===== src/rtl/vv_add_seq.sv =====
// Vector-vector add sequencer: walks 0..len-1 issuing A/B reads, writes A+B to C
// one cycle later, and reports busy/done plus a sticky carry-out flag.
module vv_add_seq #(
  parameter int DATA_W = 32,
  parameter int ADDR_W = 7
) (
  input  logic              clk,
  input  logic              rst,
  input  logic              start,
  input  logic [ADDR_W-1:0] len,
  input  logic              stall,
  output logic              rd_en,
  output logic [ADDR_W-1:0] rd_addr,
  input  logic [DATA_W-1:0] a_rdata,
  input  logic [DATA_W-1:0] b_rdata,
  output logic              wr_en,
  output logic [ADDR_W-1:0] wr_addr,
  output logic [DATA_W-1:0] wr_data,
  output logic              busy,
  output logic              done,
  output logic              ovf
);

  typedef enum logic [1:0] {IDLE, RUN, DRAIN, DONE} state_t;

  state_t            state, state_nxt;
  logic [ADDR_W:0]   idx, idx_nxt, last_idx;
  logic [ADDR_W-1:0] len_r;
  logic              wr_en_p1;
  logic [ADDR_W-1:0] wr_addr_p1;
  logic [DATA_W:0]   sum_p1;

  // Sum with the carry kept in the extra top bit.
  function automatic logic [DATA_W:0] add_carry(input logic [DATA_W-1:0] a,
                                                input logic [DATA_W-1:0] b);
    return {1'b0, a} + {1'b0, b};
  endfunction

  // len_r == 0 stands for a full 2^ADDR_W run, so the count needs one more bit.
  assign last_idx = {(len_r == '0), len_r} - (ADDR_W+1)'(1);

  always_comb begin
    state_nxt = state;
    idx_nxt   = idx;
    rd_en     = 1'b0;
    case (state)
      IDLE: begin
        if (start) begin
          idx_nxt   = '0;
          state_nxt = RUN;
        end
      end
      RUN: begin
        rd_en = !stall;
        if (!stall) begin
          idx_nxt = idx + (ADDR_W+1)'(1);
          if (idx == last_idx) state_nxt = DRAIN;
        end
      end
      DRAIN:   state_nxt = DONE;
      DONE:    state_nxt = IDLE;
      default: state_nxt = IDLE;
    endcase
  end

  assign rd_addr = idx[ADDR_W-1:0];
  assign busy    = (state != IDLE);
  assign done    = (state == DONE);

  always_ff @(posedge clk) begin
    if (!rst) begin
      state      <= IDLE;
      idx        <= '0;
      len_r      <= '0;
      wr_en_p1   <= 1'b0;
      wr_addr_p1 <= '0;
      ovf        <= 1'b0;
    end else begin
      state      <= state_nxt;
      idx        <= idx_nxt;
      // Stage p0 -> p1: read issue becomes a write one cycle later.
      wr_en_p1   <= rd_en;
      wr_addr_p1 <= rd_addr;
      if (state == IDLE && start) begin
        len_r <= len;
        ovf   <= 1'b0;
      end else if (wr_en_p1 && sum_p1[DATA_W]) begin
        ovf <= 1'b1;
      end
    end
  end

  // Stage p1: operands arrive from memory and are summed combinationally.
  assign sum_p1  = add_carry(a_rdata, b_rdata);
  assign wr_en   = wr_en_p1;
  assign wr_addr = wr_addr_p1;
  assign wr_data = wr_en_p1 ? sum_p1[DATA_W-1:0] : '0;

endmodule


===== config.mk =====
export PLATFORM = sky130hd
export DESIGN_NAME = vv_add_seq
export DESIGN_NICKNAME = d
export VERILOG_FILES = /design/src/rtl/vv_add_seq.sv
export SDC_FILE = /design/constraint.sdc
export NUM_CORES = 1
export LEC_CHECK = 0
export ABC_AREA = 1
export ABC_CLOCK_PERIOD_IN_PS = 1700
export BUFFER_PORTS_ARGS = -buffer_cell sky130_fd_sc_hd__buf_2
export CORE_MARGIN = 1
export CORE_UTILIZATION = 46
export DETAILED_ROUTE_END_ITERATION = 16
export PLACE_DENSITY = 0.8
export SYNTH_ARGS = -nofsm -noshare
export SYNTH_HDL_FRONTEND = slang
export SYNTH_SLANG_ARGS = --single-unit

===== constraint.sdc =====
create_clock -name clk -period 1.7 [get_ports clk]
set_input_delay 0.17 -clock clk [delete_from_list [all_inputs] [get_ports clk]]
set_output_delay 0.17 -clock clk [all_outputs]
set_load 0.05 [all_outputs]

==> results.ini, run 1 <==
[logic_synthesis]
synth_most_common_cell = nand2_1
ys.warnings.count = 0
syn_inst = 604
synth_top_family_by_area = simple AND/OR/NAND/NOR gates
syn_nets = 719
syn-cell-area_mm2 = 0.00351
seq_area_frac_synth = 0.148
synthTopCellsByArea = nand2_1 (16%), dfxtp_1 (15%), ha_1 (14%), a21oi_1 (10%), nor2_1 (8.8%)
synth-adder-area-share = 0.145
netlist_top_cells_count = nand2_1 (149), nor2_1 (82), inv_1 (74), a21oi_1 (72), ha_1 (39)
synth_top_area_cell = nand2_1
postSynthAreaPerCell_um2 = 5.82
synth_edf_count = 0
synth_flop_cell = dfxtp_1
yosysTopAreaCellShare = 0.159
async_flop_share = 0
synthXorXnorAreaFrac = 0.0224
synthSimpleGateAreaFrac = 0.363
synthMuxAreaShare = 0
synth_cell_types = 33
ys_ff_latch = 26
synth_compound_area_frac = 0.217

[sta]
worst-ep-kind = output port
worstEndpointGrtRepair = wr_data[30]

[clocking]
cts_max_level = 1
cts_inserted_buffers = 3
postCtsHoldBufs = 0
clk_path_buf_depth = 2
root_buffer = clkbuf_8
cts_sinks = 26

[floorplan]
core.rowCount = 31
ios = 126
die_h_um = 89.4
die_w_um = 89.4
initial_core_util = 0.479

[global_routing]
gr-total-overflow = 5
grt_max_degree = 20
grt_usage = 0.670

[run_status]
failing_step = global routing
error = [ERROR GRT-0232] Routing congestion too high. Check the congestion heatmap in the GUI.
run_status = did not finish

[placement]
io_buffers = 125
post-dp-hpwl_um = 10400
finalWeightedCongestion = 0.932

[through the flow]
step           utilization  cells  instance area [um2]  hold WS (ns)  setup slack (ns)
2_1_floorplan            -    604                 4020         0.243            -0.171
3_5_place_dp         0.727    899                 5330         0.371            -0.506
3_3_place_gp         0.727    899                 5330         0.366            -0.463
4_1_cts              0.871    914                 6380        0.0784            -0.275
[what timing repair did]
action                                  in CTS
hold endpoints to repair                     0
resized for setup                          214
pin swaps                                   54
gates cloned                                 0
buffers inserted                            13
endpoints found under the setup margin      34
[kinds of logic after synthesis]
family          after synthesis
simple gates                299
flops                        26
fa+ha+maj                    40
compound gates              139
xor+xnor                      9
buf+inv                      91
[per-layer routing]
metal | GRT overflow | GRT usage
met5 | 0 | 0.0455
met4 | 5 | 0.716
met3 | 0 | 0.445
met2 | 0 | 0.906
met1 | 0 | 0.652
==> inputs of run 2 (changes only) <==
--- a/config.mk
+++ b/config.mk
@@ -6,12 +6,12 @@
 export NUM_CORES = 1
 export LEC_CHECK = 0
 export ABC_AREA = 1
-export ABC_CLOCK_PERIOD_IN_PS = 1700
+export ABC_CLOCK_PERIOD_IN_PS = 2200
 export BUFFER_PORTS_ARGS = -buffer_cell sky130_fd_sc_hd__buf_2
 export CORE_MARGIN = 1
-export CORE_UTILIZATION = 46
+export CORE_UTILIZATION = 40
 export DETAILED_ROUTE_END_ITERATION = 16
-export PLACE_DENSITY = 0.8
+export PLACE_DENSITY_LB_ADDON = 0.15
 export SYNTH_ARGS = -nofsm -noshare
 export SYNTH_HDL_FRONTEND = slang
 export SYNTH_SLANG_ARGS = --single-unit
==> constraint.sdc (replaced) <==
create_clock -name clk -period 2.2 [get_ports clk]
set_input_delay 0.22 -clock clk [delete_from_list [all_inputs] [get_ports clk]]
set_output_delay 0.22 -clock clk [all_outputs]
set_load 0.05 [all_outputs]
==> results.ini, run 2 <==
[sta]
finalSetupViolations = 0
final.setup_skew_ns = 0.00188
post-route-period-util = 0.996
worstMarginPinSlew_ns = 0.532
hold_violations = 0
rsz0062_at_grt = yes
relSlewSlack = 0.645
fin_ws_ns = 0.00962
fin_setup_tns_ns = 0
max_freq_mhz = 457
slew_violations = 0
layout_min_cycle_time_ns = 2.19

[placement]
preCtsSetupSlack_ns = -0.196
finalWeightedCongestion = 0.894
io_buffers = 125
placed_cell_area_mm2 = 0.00462
post-dp-hpwl_um = 9750

[setup_path]
worst_path_max_delay_cell = ha_1
crit_top_cell = nand3_1
startpoint_type = input pin
endpoint_kind = output pin
r2r_setup_slack_ns = 0.27
r2r-start = len_r[0]
path_cells = buf_2 > ha_1 > nand2_1 > inv_1 > nand3_1 > nor2_1 > nand3_1 > nand3_2 > o21ai_0 > a21oi_2 > buf_6
crit_type = input pin to output pin
required_ns = 1.98
cp_data_arrival_time_ns = 1.97
path_max_fanout = 4
r2r_cells = 13
rr_endpoint = state[0]
cpPeakStageDelay_ns = 0.34

[detailed_routing]
wl_met2_um = 6160
drc = 0
drt_wl_total_um = 12100
drt_iter0_drc = 242
vias = 4637
first_pass_iters = 5
avgRoutedWirePerCell_um = 13.7
drtAntennaViolNets = 0
highest_layer = met4
met3_wirelength_um = 481
avgViaCountPerCell = 5.25
met1_length_um = 5160

[logic_synthesis]
netlist_top_cells_count = nand2_1 (149), nor2_1 (82), inv_1 (74), a21oi_1 (72), ha_1 (39)
syn_inst = 604
syn_nets = 719
yosysTopAreaCellShare = 0.159
synth_top_area_cell = nand2_1
async_flop_share = 0
synthTopCellsByArea = nand2_1 (16%), dfxtp_1 (15%), ha_1 (14%), a21oi_1 (10%), nor2_1 (8.8%)
ys.warnings.count = 0
seq_area_frac_synth = 0.148
synth_edf_count = 0
synth_cell_types = 33
synth_flop_cell = dfxtp_1
syn-cell-area_mm2 = 0.00351
ys_ff_latch = 26
postSynthAreaPerCell_um2 = 5.82
synth_most_common_cell = nand2_1

[floorplan]
core_area_mm2 = 0.00834
ios = 126
die_h_um = 95.7
die_area_mm2 = 0.00916
initial_core_util = 0.421
die_w_um = 95.7
core.rowCount = 33

[clocking]
cts_tree = done
insertion_delay_ns = 0.26
clk_path_buf_depth = 2
path_clk_slew_ns = 0.08
root_buffer = clkbuf_8
cts_max_level = 1
cts_sinks = 26
cts_inserted_buffers = 3

[final_layout]
nets = 896
mostFrequentLayoutCell = nand2_1
largest_register = idx
area_growth_pct = 50.6
final_cell_mix = nand2_1 (138), buf_2 (104), inv_1 (73)
largest_reg_flops = 8
drive_gt1_frac = 0.409
utilization = 0.634
final_cell_area_mm2 = 0.00529
n_fill_cell = 799
diodes = 0

[worst_hold_path]
hold_path.startpoint = stall
hold_path_end = wr_en
hold_depth = 2
hold_class = input pin to register

[power]
p_leak_uw = 0.00257
irDropWorstVdd_v = 0.000540
power.density_mw_per_mm2 = 543
total_power_uw = 2870

[global_routing]
grt_pass1_vias = 4174
gr-total-overflow = 0
grt_max_degree = 20
grt_usage = 0.246
antenna_found_initial = 0
grt_first_pass_wirelength_um = 18000

[flow_run]
max_cap_viol_count = 0

[run_status]
run_status = completed

## run 2: cell counts after synthesis
Identical to the previous run, type by type.
## run 2: worst max-delay path by stage
stage | startpoint | to | slack [ns] | depth (start not counted)
finish | a_rdata[10] | wr_data[18] | 0.01 | 11
global route | b_rdata[10] | wr_data[18] | -0.04 | 11
CTS | a_rdata[1] | wr_data[21] | -0.005 | 14
detailed placement | a_rdata[0] | wr_data[26] | -0.20 | 12
global placement | a_rdata[0] | wr_data[26] | -0.16 | 12
floorplan | a_rdata[0] | wr_data[10] | -0.18 | 8
## run 2: layer usage
layer / vias up / GRT usage
li1: 2337 / -
met1: 2136 / 0.303
met2: 142 / 0.460
met3: 22 / 0.0103
met4: 0 / 0.0697
met5: - / 0
## run 2: power by group
group          total, uW  leakage [uW]  internal (uW)  switching (uW)
Clock                259     0.0000216            123             137
Sequential           592      0.000212            530            62.2
Combinational       2020       0.00234            754            1270
## run 2: kinds of logic after synthesis
| family | share of synthesized area |
|---|---|
| xor gates and xnor gates | 0.0224 |
| DFF | 0.148 |
| buffers and inverters | 0.106 |
| and+or+nand+nor | 0.363 |
| adders and majority gates | 0.145 |
| AOI/OAI and AO/OA | 0.217 |
## run 2: worst max-delay path: cells and delay by family
kind | cells | cell delay (ns)
and+or+nand+nor | 5 | 0.75
buffers and inverters | 3 | 0.37
adders and majority gates | 1 | 0.34
AOI/OAI and AO/OA | 2 | 0.29
## run 2: area by class of cell
cell class              count  area [um2]  share of cell area
repair buffers            185        1190               0.225
flip-flops and latches     26         520              0.0984
clock buffers               3        41.3             0.00780
well taps                 105         131              0.0248
multi-input cells         487        3120               0.589
inverters                  78         293              0.0553
## run 2: repair_timing
| item | CTS | global route |
|---|---|---|
| resized for setup | 29 | 118 |
| setup endpoints to repair | 19 | 24 |
| pin swaps | 1 | 32 |
| hold buffers | 0 | 0 |
| setup buffers | 0 | 9 |
## run 2: stage by stage
step | hold WS [ns] | cells
2_1_floorplan | 0.300 | 604
3_3_place_gp | 0.434 | 872
3_5_place_dp | 0.435 | 872
4_1_cts | 0.149 | 875
5_1_grt | 0.148 | 884
6_report | 0.148 | 884
Power figures use the tool's default switching activity.
